**src/rtl/cp0.sv**
```systemverilog
// Coprocessor 0 for the pipelined MIPS core.
// Holds SR, Cause and EPC. Raises the fetch redirect (Req) for interrupts
// and M-stage exceptions, and services mtc0/mfc0 accesses.
module cp0 #(
  parameter logic [31:0] PRID = 32'h0000_2024
) (
  input  logic        clk,
  input  logic        reset,
  input  logic        en,
  input  logic [4:0]  CP0Add,
  input  logic [31:0] CP0In,
  input  logic [31:0] VPC,
  input  logic        BDIn,
  input  logic [4:0]  ExcCodeIn,
  input  logic [5:0]  HWInt,
  input  logic        EXLClr,
  output logic [31:0] CP0Out,
  output logic [31:0] EPCOut,
  output logic        Req
);

  localparam logic [4:0] ADDR_SR    = 5'd12;
  localparam logic [4:0] ADDR_CAUSE = 5'd13;
  localparam logic [4:0] ADDR_EPC   = 5'd14;
  localparam logic [4:0] ADDR_PRID  = 5'd15;

  // SR fields
  logic [5:0]  im;
  logic        exl;
  logic        ie;
  // Cause fields
  logic        bd;
  logic [5:0]  ip;
  logic [4:0]  exc_code;
  // Exception PC
  logic [31:0] epc;

  logic        int_req;
  logic        exc_req;
  logic [31:0] sr_word;
  logic [31:0] cause_word;
  logic [31:0] victim_epc;
  logic        wr_sr;
  logic        wr_epc;

  // CP0In bits that have no backing register in SR.
  logic        unused_cp0in;
  assign unused_cp0in = ^{CP0In[31:16], CP0In[9:2]};

  // Interrupts use the live HWInt lines, not Cause.IP, so Req settles in the
  // same cycle and the PC can load the vector on the next edge. EXL masks both
  // sources so a handler is never re-entered.
  assign int_req = ~exl & ie & (|(HWInt & im));
  assign exc_req = ~exl & (ExcCodeIn != 5'd0);
  assign Req     = int_req | exc_req;

  // A delay-slot victim restarts at the branch so the branch is re-executed.
  assign victim_epc = BDIn ? (VPC - 32'd4) : VPC;

  // Software writes only land when no redirect is taken this edge.
  assign wr_sr  = en & ~Req & (CP0Add == ADDR_SR);
  assign wr_epc = en & ~Req & (CP0Add == ADDR_EPC);

  assign sr_word    = {16'd0, im, 8'd0, exl, ie};
  assign cause_word = {bd, 15'd0, ip, 3'd0, exc_code, 2'd0};
  assign EPCOut     = epc;

  // mfc0 read mux; reflects registered state only, no write-through.
  always_comb begin
    CP0Out = 32'd0;
    case (CP0Add)
      ADDR_SR:    CP0Out = sr_word;
      ADDR_CAUSE: CP0Out = cause_word;
      ADDR_EPC:   CP0Out = epc;
      ADDR_PRID:  CP0Out = PRID;
      default:    CP0Out = 32'd0;
    endcase
  end

  // SR update: redirect sets EXL; otherwise eret clears EXL, and an mtc0 to
  // SR in the same cycle overrides the EXL bit because it is applied last.
  always_ff @(posedge clk or posedge reset) begin
    if (reset) begin
      im  <= 6'd0;
      exl <= 1'b0;
      ie  <= 1'b0;
    end else if (Req) begin
      exl <= 1'b1;
    end else begin
      if (EXLClr) exl <= 1'b0;
      if (wr_sr) begin
        im  <= CP0In[15:10];
        exl <= CP0In[1];
        ie  <= CP0In[0];
      end
    end
  end

  // Cause update: IP samples the lines every edge; BD/ExcCode latch on redirect.
  // An interrupt takes priority, so the pipelined exception code is dropped.
  always_ff @(posedge clk or posedge reset) begin
    if (reset) begin
      ip       <= 6'd0;
      bd       <= 1'b0;
      exc_code <= 5'd0;
    end else begin
      ip <= HWInt;
      if (Req) begin
        bd       <= BDIn;
        exc_code <= int_req ? 5'd0 : ExcCodeIn;
      end
    end
  end

  // EPC update: victim PC on redirect, otherwise mtc0 to EPC.
  always_ff @(posedge clk or posedge reset) begin
    if (reset) begin
      epc <= 32'd0;
    end else if (Req) begin
      epc <= victim_epc;
    end else if (wr_epc) begin
      epc <= CP0In;
    end
  end

endmodule
```
**config.mk**
```make
export PLATFORM = sky130hd
export DESIGN_NAME = cp0
export DESIGN_NICKNAME = d
export VERILOG_FILES = /design/src/rtl/cp0.sv
export SDC_FILE = /design/constraint.sdc
export NUM_CORES = 1
export LEC_CHECK = 0
export ABC_AREA = 1
export BUFFER_PORTS_ARGS = -buffer_cell sky130_fd_sc_hd__buf_2
export CAP_MARGIN = 40
export CORE_UTILIZATION = 46
export CTS_BUF_LIST = sky130_fd_sc_hd__clkbuf_16
export CTS_CLUSTER_DIAMETER = 200
export DETAILED_ROUTE_END_ITERATION = 8
export HOLD_SLACK_MARGIN = 0.03
export PLACE_DENSITY_LB_ADDON = 0.12
export SYNTH_ARGS = -nofsm -noshare
export SYNTH_HDL_FRONTEND = slang
export SYNTH_SLANG_ARGS = --single-unit
```
**constraint.sdc**
```tcl
create_clock -name clk -period 2.33 [get_ports clk]
set_input_delay 0.3495 -clock clk [delete_from_list [all_inputs] [get_ports clk]]
set_output_delay 0.3495 -clock clk [all_outputs]
set_load 0.03 [all_outputs]
```
==> summary.md <==
| Metric | Value |
|---|---|
| Global-route wire length before repair | 18.7 mm |
| Post-Route WL | approximately 12 mm |
| Tcrit/Tclk final | around 90% |
| Initial antenna violation count | 0 |
| Synth-to-layout area growth | 27.4% |
| Setup_tns | 0 ns |
| Hold Fails Final Rpt | 0 |
| Slew margin rel. | 56.9% |
| # rows | 32 |
| Cells after Synth | around 610 |
| Pwr Density | 1050 nW/um^2 |
| FF+latch area | 1300 um^2 |
| Yosys warnings | 0 |
| Clock Path Buffers | 2 |
| Top cell type's share of synthesized area | 34.8% |
| Clk pin slew, worst setup/hold paths | about 0.070 ns |
| Status | finished clean |
| Core area | 7810 um^2 |
| Drt drc | 0 |
| Die area | around 8500 um^2 |
| Worst path required time | 1.98 ns |
| Post-synth cell types | 32 |
| Fraction of layout cells with a size suffix above 1 | 23.5% |
| Fillcell total | around 820 |
| CTS root buf | clkbuf_16 |
| Register share of total power | 30.9% |
| Remaining Overflow, GRT | 0 |
| Mapped cell area | 3730 um^2 |
| Io pins | 150 |
| Internal | 2.60 mW |
| Top cell type by total area after synthesis | dfrtp_1 |
| CP Buf/Inv Count | 2 |
| Number of I/O port buffers | around 150 |
| Number of max-cap violations | 0 |
| Avg Inst Size Synth | ~6 um^2 |
| Post-synth EDFFs | 0 |
| Largest cells by area after synthesis | dfrtp_1 35%, nand2_1 19%, nor2_1 12%, inv_1 9.3%, nand3_1 5.8% |
| Max-slew violations | 0 |
| DR vias/cell | 4.93 |
| Final min period | between 2 and 2.5 ns |
| Synth Register Bits | 52 |
| Crit-path max cell delay | 0.41 ns |
| Chip width | 92.1 um |
| Power share of the combinational group | 52.9% |
| Cell with the most instances after synthesis | nand2_1 |
| DR vias | 4255 |
| Top delay family on crit path | buffers and inverters |
| CP max FO | 66 |
| DPL Wire Length | 9.33 mm |
| Clock Power Share | between 15 and 20% |
| CP Cell Sequence | nand2_1 -> nand3_1 -> o21ai_4 -> nand2_2 -> buf_12 -> buf_2 |
| Maximum level of the CTS H-tree | 2 |
| Die Height | 92.1 um |
| Ant. Diodes | 0 |
| Initial Util | 47.8% |
| Post-CTS Hold Fix Bufs | 0 |
| Remaining antenna violation count | 0 |
| Skew final | 0.00855 ns |
| Post-synth net total | 699 |
| WL/cell | 13.4 um |
| Num Clock Sinks | 52 |
| Worst Tran Pin Value | 0.647 ns |
| Critical path class | reg2out |
| Leak | 2.73 nW |
| CTS tree | built |
| Fmax achieved | 472 MHz |
| Sw power | between 2 and 2.5 mW |
| Switch share | 48.0% |
| Worst setup EP type | primary output |
| Post-CTS resize count | 0 |
| Nets | 846 |
| Critical Path Source Type | flop |
| Largest net degree at the start of global routing | 67 |
| Routability cong. | 0.915 |
| FFs w/ async S/R, synth | 100% |
| Slowest cell on crit path | dfrtp_1 |
| Synth Flop Type | dfrtp_1 |
| Clock latency at the later pin of the worst-skew pair | 0.29 ns |
| WHS | 0.179 ns |
| Vias in the first global route | 3936 |
| TritonCTS buffer count | 5 |
| Total Power | 5.01 mW |
| Final Setup Violations | 0 |
| First-pass DRT Iterations | 5 |
| Most frequent cells after synthesis | 191 x nand2_1, 124 x nor2_1, 93 x inv_1 |
| Multi-input logic area | 1970 um^2 |
| Peak supply drop | between 500 and 600 uV |
| Worst hold path type | in2reg |
| Post-synthesis sequential area ratio | 34.8% |
| CP arrival | roughly 1.8 ns |
| RSZ-0062 raised after global routing | no |
| # Post-CTS Setup Buffers | 0 |
| 1st-iter DRT viols | around 260 |
| Gr usage total | ~28% |
## final timing paths
check	cells past startpoint	slack, ns	start	to
max	6	0.21	im[0]	Req
min	1	0.18	HWInt[3]	ip[3]
max reg2reg	9	0.57	im[0]	EPCOut[26]
min reg2reg	2	0.51	EPCOut[21]	EPCOut[21]
max in group asynchronous	3	1.67	reset	im[5]
min in group asynchronous	3	0.24	reset	EPCOut[29]
## per-layer routing
metal	wire, um	vias up	part of all wire, %	track usage [%]
met2	4960	158	43	42.7
met5	0	-	0	0
met4	171	0	1.5	7.42
met3	715	12	6.2	3.57
li1	-	2192	-	-
met1	5690	1893	49	41.9
## through the flow
stage,std cells,utilization [%],setup slack [ns],instance area (um^2)
after floorplan,613,-,0.621,3730
after global placement,855,58.8,0.460,4590
after detailed placement,855,58.8,0.434,4590
after CTS,863,60.9,0.201,4760
after global routing,863,60.9,0.0725,4760
final,863,60.9,0.210,4760
## power groups by stage
stage	Sequential (mW)	Clock (mW)	Combinational [mW]
after CTS	1.54	0.829	2.66
after floorplan	2.09	0	1.32
after global placement	1.55	0	2.60
after global routing	1.59	0.861	2.93
after detailed placement	1.56	0	2.64
final	1.55	0.814	2.65
## worst register-to-register path: cells and delay by family (launching register included)
kind | cells | cell delay (ns)
buffers and inverters | 2 | 0.39
AND/OR/NAND/NOR | 6 | 0.55
flip-flops | 1 | 0.41
AO/OA/AOI/OAI | 1 | 0.31
## kinds of logic after synthesis
group	after synthesis	share of synthesized area, %
DFF	52	34.8
buffers and inverters	113	12.4
AOI/OAI and AO/OA	64	9.98
and+or+nand+nor	379	41.5
xor gates and xnor gates	4	0.938
adders and majority gates	1	0.335
## registers in the layout (all words and copies together) (netlist names)
register / count
ip: 6
im: 6
EPCOut: 32
exl: 1
exc_code: 5
bd: 1
ie: 1
## layout make-up
type                            instances  share of cell area, %
Multi-Input combinational cell        448                   41.4
Sequential cell                        52                   27.4
Timing Repair Buffer                  158                   17.6
Inverter                               95                   7.50
Tap cell                              102                   2.68
Clock buffer                            5                   2.63
Clock inverter                          3                  0.815
## cell usage in the layout (no fill, tap or decap), types with 3 or more instances in the layout
master	count
nand2_2	3
buf_2	149
clkbuf_16	5
nand3_1	43
a21oi_1	3
inv_1	93
nor2_2	3
o21ai_0	33
nand4_1	7
nor2_1	124
o22ai_1	4
o21ai_1	9
inv_2	3
dfrtp_1	52
nand2_1	191
o211ai_1	5
o21bai_1	3
xor2_1	4
buf_4	7
nor3_1	3
No activity file was read; power rests on OpenSTA's default activity.
